--- config.mk ---
export PLATFORM = sky130hd
export DESIGN_NAME = br_cmp_arbiter
export DESIGN_NICKNAME = d
export VERILOG_FILES = /design/src/rtl/br_cmp_arbiter_pkg.sv /design/src/rtl/br_cmp_arbiter_branch_comp.sv /design/src/rtl/br_cmp_arbiter.sv
export SDC_FILE = /design/constraint.sdc
export NUM_CORES = 1
export LEC_CHECK = 0
export CAP_MARGIN = 0
export CORE_UTILIZATION = 31
export CTS_CLUSTER_SIZE = 10
export DETAILED_ROUTE_END_ITERATION = 8
export PLACE_DENSITY = 0.58
export SLEW_MARGIN = 20
export SYNTH_ARGS = -nofsm -noshare
export SYNTH_HDL_FRONTEND = slang
export SYNTH_SLANG_ARGS = --single-unit
--- constraint.sdc ---
create_clock -name clk -period 2.1 [get_ports clk]
set_input_delay 0.21 -clock clk [delete_from_list [all_inputs] [get_ports clk]]
set_output_delay 0.21 -clock clk [all_outputs]
set_load 0.02 [all_outputs]
--- src/rtl/br_cmp_arbiter_pkg.sv ---
// Shared types and helpers for the branch-comparator arbiter.
//   arb_state_t : controller states (IDLE, CMP, RESP)
//   F3_*        : branch funct3 encodings
//   cmp_req_t   : latched request (operands, condition, owner ID)
//   f3_is_*     : funct3 classification helpers
//   decode_taken: turns raw eq/lt into the branch outcome
package br_cmp_pkg;

   localparam int CMP_XLEN    = 32;
   localparam int CMP_IDW_MAX = 8;

   typedef enum logic [1:0] {
      IDLE = 2'd0,
      CMP  = 2'd1,
      RESP = 2'd2
   } arb_state_t;

   localparam logic [2:0] F3_BEQ  = 3'b000;
   localparam logic [2:0] F3_BNE  = 3'b001;
   localparam logic [2:0] F3_BLT  = 3'b100;
   localparam logic [2:0] F3_BGE  = 3'b101;
   localparam logic [2:0] F3_BLTU = 3'b110;
   localparam logic [2:0] F3_BGEU = 3'b111;

   typedef struct packed {
      logic [CMP_XLEN-1:0]    a;
      logic [CMP_XLEN-1:0]    b;
      logic [2:0]             funct3;
      logic [CMP_IDW_MAX-1:0] id;
   } cmp_req_t;

   // 010/011 have no branch meaning.
   function automatic logic f3_is_illegal(input logic [2:0] f3);
      return (f3[2:1] == 2'b01);
   endfunction

   // Only BLTU/BGEU compare unsigned; the illegal codes 010/011 also have
   // funct3[1] set but must still compare signed, so bit 2 is checked too.
   function automatic logic f3_is_unsigned(input logic [2:0] f3);
      return (f3[2:1] == 2'b11);
   endfunction

   function automatic logic decode_taken(input logic [2:0] f3,
                                         input logic eq,
                                         input logic lt);
      logic taken;
      case (f3)
         F3_BEQ:  taken = eq;
         F3_BNE:  taken = ~eq;
         F3_BLT:  taken = lt;
         F3_BGE:  taken = ~lt;
         F3_BLTU: taken = lt;
         F3_BGEU: taken = ~lt;
         default: taken = 1'b0;
      endcase
      return taken;
   endfunction

endpackage

--- src/rtl/br_cmp_arbiter_branch_comp.sv ---
// Branch_comp: combinational equality / less-than comparator.
//   a, b  : operands
//   br_un : 1 = unsigned compare, 0 = signed compare
//   br_eq : a == b
//   br_lt : a < b under the selected signedness
module Branch_comp #(
   parameter int XLEN = 32
) (
   input  logic [XLEN-1:0] a,
   input  logic [XLEN-1:0] b,
   input  logic            br_un,
   output logic            br_eq,
   output logic            br_lt
);

   // Equality and signed/unsigned magnitude compare
   always_comb begin
      br_eq = (a == b);
      if (br_un) begin
         br_lt = (a < b);
      end else begin
         br_lt = ($signed(a) < $signed(b));
      end
   end

endmodule

--- src/rtl/br_cmp_arbiter.sv ---
// br_cmp_arbiter: shares one Branch_comp between NREQ requesters.
// Round-robin grant over valid/ready channels; the accepted request is
// latched, compared in the following cycle and answered on a single
// tagged response channel two cycles after the handshake.
// XLEN must equal br_cmp_pkg::CMP_XLEN (operands are held in cmp_req_t).
//   clk, rst            : clock, synchronous active-high reset
//   req_valid/req_ready : per-requester handshake (ready is one-hot)
//   req_a/req_b         : per-requester operands
//   req_funct3          : per-requester branch condition
//   resp_valid          : one-cycle result pulse
//   resp_id             : owner of the result
//   resp_taken/eq/lt    : decoded outcome and raw compare flags
//   resp_err            : illegal funct3 (010/011)
module br_cmp_arbiter
   import br_cmp_pkg::*;
#(
   parameter int XLEN = CMP_XLEN,
   parameter int NREQ = 2,
   parameter int IDW  = $clog2(NREQ)
) (
   input  logic                      clk,
   input  logic                      rst,
   input  logic [NREQ-1:0]           req_valid,
   output logic [NREQ-1:0]           req_ready,
   input  logic [NREQ-1:0][XLEN-1:0] req_a,
   input  logic [NREQ-1:0][XLEN-1:0] req_b,
   input  logic [NREQ-1:0][2:0]      req_funct3,
   output logic                      resp_valid,
   output logic [IDW-1:0]            resp_id,
   output logic                      resp_taken,
   output logic                      resp_eq,
   output logic                      resp_lt,
   output logic                      resp_err
);

   arb_state_t      state_r;
   arb_state_t      state_next_s;
   logic [IDW-1:0]  last_grant_r;
   logic [IDW-1:0]  grant_id_s;
   logic [NREQ-1:0] grant_s;
   logic            grant_found_s;
   logic            handshake_s;
   cmp_req_t        op_r;
   logic            br_un_s;
   logic            cmp_eq_s;
   logic            cmp_lt_s;

   // Round-robin pick: first valid requester after last_grant_r, wrapping
   always_comb begin
      logic [IDW-1:0] idx;
      idx           = '0;
      grant_s       = '0;
      grant_id_s    = '0;
      grant_found_s = 1'b0;
      for (int k = 0; k < NREQ; k++) begin
         idx = IDW'((int'(last_grant_r) + 1 + k) % NREQ);
         if (!grant_found_s && req_valid[idx]) begin
            grant_s[idx]  = 1'b1;
            grant_id_s    = idx;
            grant_found_s = 1'b1;
         end else begin
            grant_found_s = grant_found_s;
         end
      end
   end

   // Grant is exposed only while the controller can take a new request
   always_comb begin
      if ((state_r == IDLE) || (state_r == RESP)) begin
         req_ready = grant_s;
      end else begin
         req_ready = '0;
      end
   end

   assign handshake_s = |(req_valid & req_ready);

   // Next-state logic; RESP chains straight into CMP on a new handshake
   always_comb begin
      state_next_s = state_r;
      case (state_r)
         IDLE:    state_next_s = handshake_s ? CMP : IDLE;
         CMP:     state_next_s = RESP;
         RESP:    state_next_s = handshake_s ? CMP : IDLE;
         default: state_next_s = IDLE;
      endcase
   end

   // Controller state register
   always_ff @(posedge clk) begin
      if (rst) begin
         state_r <= IDLE;
      end else begin
         state_r <= state_next_s;
      end
   end

   // Capture the granted request and advance the round-robin pointer
   always_ff @(posedge clk) begin
      if (rst) begin
         op_r         <= '0;
         last_grant_r <= IDW'(NREQ - 1);
      end else if (handshake_s) begin
         op_r.a       <= req_a[grant_id_s];
         op_r.b       <= req_b[grant_id_s];
         op_r.funct3  <= req_funct3[grant_id_s];
         op_r.id      <= CMP_IDW_MAX'(grant_id_s);
         last_grant_r <= grant_id_s;
      end else begin
         op_r         <= op_r;
         last_grant_r <= last_grant_r;
      end
   end

   assign br_un_s = f3_is_unsigned(op_r.funct3);

   Branch_comp #(
      .XLEN (XLEN)
   ) u_branch_comp (
      .a     (op_r.a),
      .b     (op_r.b),
      .br_un (br_un_s),
      .br_eq (cmp_eq_s),
      .br_lt (cmp_lt_s)
   );

   // Result registers: loaded at the end of CMP, held until the next result
   always_ff @(posedge clk) begin
      if (rst) begin
         resp_valid <= 1'b0;
         resp_id    <= '0;
         resp_taken <= 1'b0;
         resp_eq    <= 1'b0;
         resp_lt    <= 1'b0;
         resp_err   <= 1'b0;
      end else begin
         resp_valid <= (state_r == CMP);
         if (state_r == CMP) begin
            resp_id    <= op_r.id[IDW-1:0];
            resp_taken <= decode_taken(op_r.funct3, cmp_eq_s, cmp_lt_s);
            resp_eq    <= cmp_eq_s;
            resp_lt    <= cmp_lt_s;
            resp_err   <= f3_is_illegal(op_r.funct3);
         end
      end
   end

endmodule
# [Word-level counts from Yosys, hierarchy flattened]
# Cells that the tools add are included.
[classes] n_bitwise=4 eq_ne=10 reduce_logical=11 mux=24 add_sub_neg=2 n_lt_le_gt_ge=7
[ops] cell="32-bit two-way mux" count=4
[ops] cell="32-bit < comparator" count=2
[ops] cell="32-bit == test" count=1
[ops] cell="3-bit == test, second input constant" count=4
[ops] cell="1-bit two-way mux" count=11
[ops] cell="2-bit OR reduction" count=4
[ops] cell="1-bit by 2-bit < comparator with 1-bit output, second input constant" count=3
[ops] cell="2-bit two-way mux" count=3
[ops] cell="3-bit two-way mux" count=2
[ops] cell="2-bit by 1-bit == test with 1-bit output, second input constant" count=2
[ops] cell="2-bit == test, second input constant" count=2
[ops] cell="1-bit case mux with 4 select lines" count=1
[ops] cell="2-bit case mux with 2 select lines" count=1
[ops] cell="3-bit by 1-bit == test with 1-bit output, second input constant" count=1
[ops] cell="1-bit logical AND" count=3
[ops] cell="3-bit zero test" count=1
[ops] cell="1-bit adder, second input constant" count=2
[ops] cell="2-bit AND" count=1
[ops] cell="1-bit demux with 1-bit select" count=2
[ops] cell="1-bit greater-or-equal comparator, second input constant" count=2
[ops] cell="2-bit zero test" count=1
[ops] cell="1-bit inverter" count=2
[ops] cell="2-bit OR" count=1
[ops] cell="1-bit zero test" count=1
[ops] cell="1-bit logical OR" count=1
[word_totals] in_bits=138 register_bits=77 out_inout_bits=8 wordCells=70

# [Depth between registers and ports, before layout]
# Gate-level depths: netlist of the first run.
[depth] depth_word=13 ltp_mapped=8 ltp_nobuf=8

# [By module]
# From an unflattened synthesis of the first run, not the netlist that was laid out.
[hier_totals] cells_unflattened=526 hier_area_um2=4108.9
[modules_own_cells] module="br_cmp_arbiter" cells_each=414 seq_area_each_um2=1521.5 n_inst=1 area_per_inst_um2=3294.4
[modules_own_cells] module="Branch_comp" cells_each=112 seq_area_each_um2=0.0 n_inst=1 area_per_inst_um2=814.5

# [Worst setup path after synthesis of the first run]
# No wires, ideal clock.
[synth_path] kind="register to register" from="register, netlist name op_r[42]" to="register resp_taken" path_stages_with_launch=8 slack_ns=0.042 path_buffers=0 setup_time_ns=0.129 arrival_ns=1.929 period_less_slack_ns=2.058 t_required_ns=1.971 cell_sequence="dfxtp_1 -> inv_1 -> ha_1 -> nand4_1 -> or4_4 -> or3_4 -> a32oi_1 -> nand3_1"
[synth_between] elab_chain_cells=4 elab_cells_between_ends=7 classes_between="order compare: 2; eq/ne: 1; mux: 2; bitwise: 2"
[synth_lines] item="32-bit < comparator (on tied branches)" line="br_cmp_arbiter_branch_comp.sv:22, br_cmp_arbiter_branch_comp.sv:20"
[synth_lines] item="1-bit two-way mux" line="br_cmp_arbiter_branch_comp.sv:19" text="if (br_un) begin"
[synth_lines] item="1-bit inverter" line="br_cmp_arbiter_pkg.sv:51, br_cmp_arbiter_pkg.sv:53"
[synth_lines] item="1-bit case mux with 4 select lines *" line="br_cmp_arbiter_pkg.sv:47" text="case (f3)"
[synth_lines] item="to (signal assigned)" line="br_cmp_arbiter.sv:140" text="resp_taken <= decode_taken(op_r.funct3, cmp_eq_s, cmp_lt_s);"
[synth_lines] item="to (decl)" line="br_cmp_arbiter.sv:30" text="output logic resp_taken,"
# Every way passes the cells marked *; elsewhere a longest branch is shown, timed or not.
# A chain may end at the register's enable or synchronous reset.

# [Worst setup path after layout of the first run]
[layout_path] from="register, netlist name op_r[40]" to="register resp_taken"
[layout_between] elab_chain_cells=4 elab_cells_between_ends=7 classes_between="order compare: 2; eq/ne: 1; mux: 2; bitwise: 2"
[layout_lines] item="32-bit < comparator (on tied branches)" line="br_cmp_arbiter_branch_comp.sv:22, br_cmp_arbiter_branch_comp.sv:20"
[layout_lines] item="1-bit two-way mux" line="br_cmp_arbiter_branch_comp.sv:19"
[layout_lines] item="1-bit inverter" line="br_cmp_arbiter_pkg.sv:51, br_cmp_arbiter_pkg.sv:53"
[layout_lines] item="1-bit case mux with 4 select lines *" line="br_cmp_arbiter_pkg.sv:47"
# Marked as above.

==> results of run 1 <==
cell families after synthesis:
logic type | after synthesis
multiplexers | 67
buffers and inverters | 69
adder cells (fa/ha/maj) | 32
AO/OA/AOI/OAI | 102
AND/OR/NAND/NOR | 120
XOR/XNOR | 1
flip-flops | 76
final timing paths:
kind         cells after the start      from         end  slack (ps)
max                              7  op_r[40]  resp_taken         -50
min                              4       rst  resp_taken         290
max reg2reg                      7  op_r[40]  resp_taken         -50
min reg2reg                      2   resp_id     resp_id         490
power breakdown:
group	internal (mW)	switching [mW]
registers	1.61	0.114
clock network	0.943	0.571
logic	0.710	0.580
worst register-to-register path: stages (launching register included):
cell	delay, ps
dfxtp_2	330
inv_1	60
ha_4	260
nand4_1	130
or4_4	580
or3_4	390
a32oi_1	200
nand3_1	90
synthesized netlist by cell type (2+ instances only):
master,n,share of area (%)
nor4b_1,2,0.42
o21ai_0,4,0.48
a221oi_1,2,0.42
clkbuf_1,10,0.90
ha_1,32,9.6
inv_1,37,3.3
nand3b_1,2,0.36
nor2_1,78,7.0
a2111oi_0,2,0.42
a211oi_1,67,12
nand4_1,8,1.2
nand2_1,7,0.63
a21oi_1,18,2.2
nand3_1,7,0.84
mux2i_1,67,16
nor2b_1,2,0.30
dfxtp_1,76,37
nand2b_1,3,0.45
nor3_1,3,0.36
buf_2,21,2.5
layout make-up:
type | instances | area [µm²]
sequential | 76 | 1543
multi-input combinational | 322 | 2567
inverter | 37 | 138.9
fill | 1219 | 6461
clock buffer | 11 | 242.7
tap | 172 | 215.2
timing repair buffer | 166 | 1658
clock inverter | 4 | 50.05
timing repair:
action	CTS	global route
endpoints found under the setup margin	1	2
buffers inserted	5	2
gates resized for setup	20	24
gates cloned	0	0
pin swaps	16	14
through the flow:
stage | setup slack [ps] | hold slack, ps | util, % | setup TNS, ps | total power, mW
4_1_cts | -33.39 | 259.4 | 48.64 | -33.39 | 4.530
6_report | -53.96 | 286.2 | 49.82 | -53.96 | 4.531
3_3_place_gp | -25.20 | 464.3 | 45.40 | -25.20 | 2.902
5_1_grt | -118.0 | 334.8 | 49.82 | -118.0 | 4.814
2_1_floorplan | 42.46 | 348.7 | - | 0 | 2.413
3_5_place_dp | -86.83 | 480.5 | 45.40 | -86.83 | 2.937
state kept, by name, summed over array words and instances, names as in the netlist:
name / count
last_grant_r: 1
op_r: 68
resp_eq: 1
resp_err: 1
resp_id: 1
resp_lt: 1
resp_taken: 1
state_r: 2
metal layers:
layer	track usage (%)	share of wire, %	up-vias
met1	18.57	46	1684
met4	5.609	1.5	0
met3	2.616	3.3	10
met5	0	0	-
met2	26.88	50	78
li1	-	-	1971
==> impl_metrics.py, run 1 <==
metrics = {
    "run_status": {
        "outcome": "finished, violations left",
        "violations": "setup timing",
    },
    "synthesis": {
        "syn_nets": 637,
        "syn_avg_cell_area_um2": 8.919,
        "synth.distinct_cells": 39,
        "yosys.area_share.simple_pct": 13.22,
        "synth_compound_area_share_pct": 17.39,
        "synth_top_family_by_area": "compound AO/OA/AOI/OAI gates",
        "synth_cells": 467,
        "synth_edf_count": 0,
        "yosysWarnings": 0,
        "ys_seq_area_share_pct": 36.53,
        "synthMuxAreaShare_pct": 16.10,
        "synthAdderAreaFrac_pct": 9.612,
        "postSynthRegisterBits": 76,
        "synthFlopType": "dfxtp_1",
        "synth-async-reset-ratio_pct": 0,
        "synth.cell_area_um2": 4165,
        "synthXorXnorAreaFrac_pct": 0.2103,
    },
    "sta": {
        "drv_slew": 0,
        "max_freq_mhz": 464.3,
        "rsz0062_at_grt": "true",
        "period_minus_slack_ps": 2154,
        "slew_headroom_pct": 69.11,
        "fin_crit_sh_pct": 102.6,
        "setup_ws_ps": -53.96,
        "fin_skew_ps": 4.976,
        "hold_viol_final": 0,
        "tightest_slew_ps": 451.7,
        "finalSetupViolations": 1,
    },
    "floorplan": {
        "coreArea_um2": 12880,
        "die_y_um": 117.9,
        "die_area_um2": 13900,
        "rows": 41,
        "ios": 146,
        "start_util_pct": 32.35,
        "die_w_um": 117.9,
    },
    "detailed_routing": {
        "ant_nets": 0,
        "num_vias": 3743,
        "wirelength_um": 10460,
        "drt_iter0_drc": 112,
        "via_per_inst": 4.750,
        "firstDrtPassIters": 4,
        "post_drt_wl_per_cell_um": 13.27,
        "drc": 0,
    },
    "cts": {
        "clockBufferDepth": 2,
        "hold_buffers": 0,
        "root_buffer": "clkbuf_16",
        "clk_pin_slew_ps": 60,
        "cts_max_level": 3,
        "clock_sinks": 76,
        "worstSkewPairLatency_ps": 330,
        "cts_buffers": 9,
        "cts_tree": "done",
    },
    "setup_path": {
        "crit_family": "simple AND/OR/NAND/NOR gates",
        "setup.worst_path.class": "flip-flop to flip-flop",
        "start_kind": "flip-flop",
        "arrival_ps": 2370,
        "cpMaxStageDelayCell": "or4_4",
        "slowest_delay_ps": 580,
        "critPathMaxFanout": 3,
        "crit_chain": "inv_1 -> ha_4 -> nand4_1 -> or4_4 -> or3_4 -> a32oi_1 -> nand3_1",
        "cp_data_required_time_ps": 2310,
        "timing.critical_path.buf_inv": 1,
        "endpoint_kind": "flip-flop",
    },
    "placement": {
        "post_dp_cell_area_um2": 5846,
        "dp.cells": 766,
        "place_congestion": 0.7516,
        "port_buffers": 145,
        "hpwlAfterDp_um": 7819,
    },
    "grt": {
        "grt.total_usage_pct": 15.30,
        "first_global_vias": 3819,
        "grt_start_max_net_pins": 76,
        "grt_pass1_wl_um": 17390,
        "grt-ovfl-total": 0,
        "antenna_found_initial": 0,
    },
    "final_layout": {
        "antennaDiodeCount": 0,
        "final_common_cell": "clkdlybuf4s50_1",
        "syn_to_final_growth_pct": 54.01,
        "drive_gt1_share_pct": 13.64,
        "fin_area_um2": 6415,
        "stdcell_count": 788,
        "final_cell_mix": "clkdlybuf4s50_1 (144), nor2_1 (77), mux2i_1 (67), a211oi_1 (67), dfxtp_1 (59)",
        "layout.nets": 782,
    },
    "power": {
        "powerDensity_nw_per_um2": 706.3,
        "p_leak_nw": 2.496,
        "peakVddDrop_mv": 0.3375,
    },
    "hold_path": {
        "hold_class": "input port to flip-flop",
    },
    "job": {
        "maxCapViolations": 0,
    },
}
Note: power is estimated with default switching activity, not from simulation.
==> inputs of run 2 (changes only) <==
--- a/config.mk
+++ b/config.mk
@@ -10,6 +10,7 @@
 export CTS_CLUSTER_SIZE = 10
 export DETAILED_ROUTE_END_ITERATION = 8
 export PLACE_DENSITY = 0.58
+export SKIP_LAST_GASP = 1
 export SLEW_MARGIN = 20
 export SYNTH_ARGS = -nofsm -noshare
 export SYNTH_HDL_FRONTEND = slang
==> results of run 2 <==
Final layout, timing and power as in run 1 (identical DEF).
==> inputs of run 3 (changes only) <==
--- a/config.mk
+++ b/config.mk
@@ -7,6 +7,7 @@
 export LEC_CHECK = 0
 export CAP_MARGIN = 0
 export CORE_UTILIZATION = 31
+export CTS_BUF_LIST = sky130_fd_sc_hd__clkbuf_4 sky130_fd_sc_hd__clkbuf_8
 export CTS_CLUSTER_SIZE = 10
 export DETAILED_ROUTE_END_ITERATION = 8
 export PLACE_DENSITY = 0.58
==> run 3 against run 2 <==
Net effect: the run still ends with setup timing left; non-clock buffer count unchanged; first-iteration DRC count decreased by 6.3%; die area unchanged; largest cell class unchanged.
==> impl_metrics.py, run 3 (same netlist as run 1, synthesis figures left out) <==
metrics = {
    "placement": {
        "dp.cells": 766,
        "post_dp_cell_area_um2": 5846,
        "hpwlAfterDp_um": 7819,
        "port_buffers": 145,
        "place_ws_ps": -86.83,
        "place_congestion": 0.7516,
    },
    "cts": {
        "clockBufferDepth": 2,
        "worstSkewPairLatency_ps": 340,
        "cts_tree": "done",
        "cts_buffers": 9,
        "clock_sinks": 76,
        "root_buffer": "clkbuf_8",
        "clk_pin_slew_ps": 80,
        "cts_max_level": 3,
        "hold_buffers": 0,
    },
    "final_layout": {
        "layout.nets": 782,
        "fin_area_um2": 6296,
        "reg_top3": "op_r (68), state_r (2)",
        "largest_register_ffs": 68,
        "n_fill_cell": 1234,
        "stdcell_count": 788,
        "final_common_cell": "clkdlybuf4s50_1",
        "antennaDiodeCount": 0,
        "drive_gt1_share_pct": 13.64,
        "utilization_pct": 48.90,
        "regMostFlops": "op_r",
        "final_cell_mix": "clkdlybuf4s50_1 (143), nor2_1 (77), mux2i_1 (67), a211oi_1 (67), dfxtp_1 (58)",
        "syn_to_final_growth_pct": 51.16,
    },
    "setup_path": {
        "ff2ff_setup_slack_ps": -60,
        "timing.critical_path.buf_inv": 1,
        "crit_path_end": "resp_taken",
        "cp_data_required_time_ps": 2330,
        "arrival_ps": 2390,
        "crit_family": "simple AND/OR/NAND/NOR gates",
        "reg2regPathDepth": 7,
        "r2r-start": "op_r[40]",
        "crit_chain": "inv_1 -> ha_4 -> nand4_1 -> or4_4 -> or3_4 -> a32oi_1 -> nand3_1",
        "cpMaxStageDelayCell": "or4_4",
        "worstSetupPathDepth": 7,
        "endpoint_kind": "flip-flop",
        "setup.worst_path.class": "flip-flop to flip-flop",
        "slowest_delay_ps": 580,
        "timing.rr.end": "resp_taken",
        "start_kind": "flip-flop",
        "startpoint": "op_r[40]",
        "critPathMaxFanout": 3,
    },
    "grt": {
        "grt_pass1_wl_um": 17280,
        "first_global_vias": 3787,
        "grt.total_usage_pct": 15.21,
        "grt-ovfl-total": 0,
        "grt_start_max_net_pins": 76,
        "antenna_found_initial": 0,
    },
    "sta": {
        "rsz0062_at_grt": "true",
        "hold_viol_final": 0,
        "setup_ws_ps": -61.19,
        "fin_crit_sh_pct": 102.9,
        "drv_slew": 0,
        "max_freq_mhz": 462.7,
        "fin_skew_ps": 7.859,
        "timing.hold.ws_ps": 274.1,
        "tns_ps": -61.19,
        "slew_headroom_pct": 68.80,
        "tightest_slew_ps": 456.2,
        "finalSetupViolations": 1,
        "period_minus_slack_ps": 2161,
    },
    "detailed_routing": {
        "drc": 0,
        "drt_iter0_drc": 105,
        "firstDrtPassIters": 5,
        "post_drt_wl_per_cell_um": 13.26,
        "wirelength_um": 10450,
        "via_per_inst": 4.742,
        "ant_nets": 0,
        "num_vias": 3737,
    },
    "run_status": {
        "outcome": "finished, violations left",
        "violations": "setup timing",
    },
    "floorplan": {
        "coreArea_um2": 12880,
        "ios": 146,
        "start_util_pct": 32.35,
        "rows": 41,
        "die_area_um2": 13900,
        "die_w_um": 117.9,
        "die_y_um": 117.9,
    },
    "hold_path": {
        "hold_class": "input port to flip-flop",
        "hold_depth": 4,
    },
    "power": {
        "p_total_mw": 4.119,
        "p_leak_nw": 2.465,
        "powerDensity_nw_per_um2": 654.1,
        "peakVddDrop_mv": 0.3449,
    },
    "job": {
        "maxCapViolations": 0,
    },
}
run 3: layer usage:
| metal | share of wire (%) | wire, µm | vias to the layer above | GRT usage, % |
|---|---|---|---|---|
| met2 | 50 | 5255 | 86 | 26.76 |
| met1 | 45 | 4654 | 1669 | 18.39 |
| met5 | 0 | 0 | - | 0 |
| met4 | 1.1 | 114 | 0 | 4.247 |
| li1 | - | - | 1975 | - |
| met3 | 4.0 | 423 | 7 | 3.440 |
run 3: how the worst min path moves through the flow:
stage	startpoint	endpoint	slack, ps
after floorplan	req_valid[1]	last_grant_r	350
after global placement	resp_id	resp_id	460
after detailed placement	resp_id	resp_id	480
after CTS	rst	resp_taken	240
after global routing	rst	resp_lt	300
final	rst	resp_taken	270
run 3: power by group:
part	switching, mW	leakage (nW)	total, mW	internal, mW
registers	0.112	0.636	1.72	1.61
logic	0.578	1.73	1.28	0.703
clock network	0.529	0.0948	1.12	0.586
run 3: tightest hold or removal path, stage by stage:
cell and delay (ps):
buf_2 140, a21oi_1 70, o31ai_1 80, nand3_1 70
run 3: timing repair:
item,in CTS,in global routing
resized for setup,20,24
pin swaps,16,14
gates cloned,0,0
setup buffers,5,2
setup endpoints to repair,1,3
run 3: area by class of cell:
cell class	instances	area [µm²]	area share, %
Clock buffer	11	145.1	2.305
Clock inverter	4	50.05	0.7949
Inverter	37	138.9	2.206
Multi-Input combinational cell	322	2542	40.38
Sequential cell	76	1544	24.52
Tap cell	172	215.2	3.418
Timing Repair Buffer	166	1660	26.37
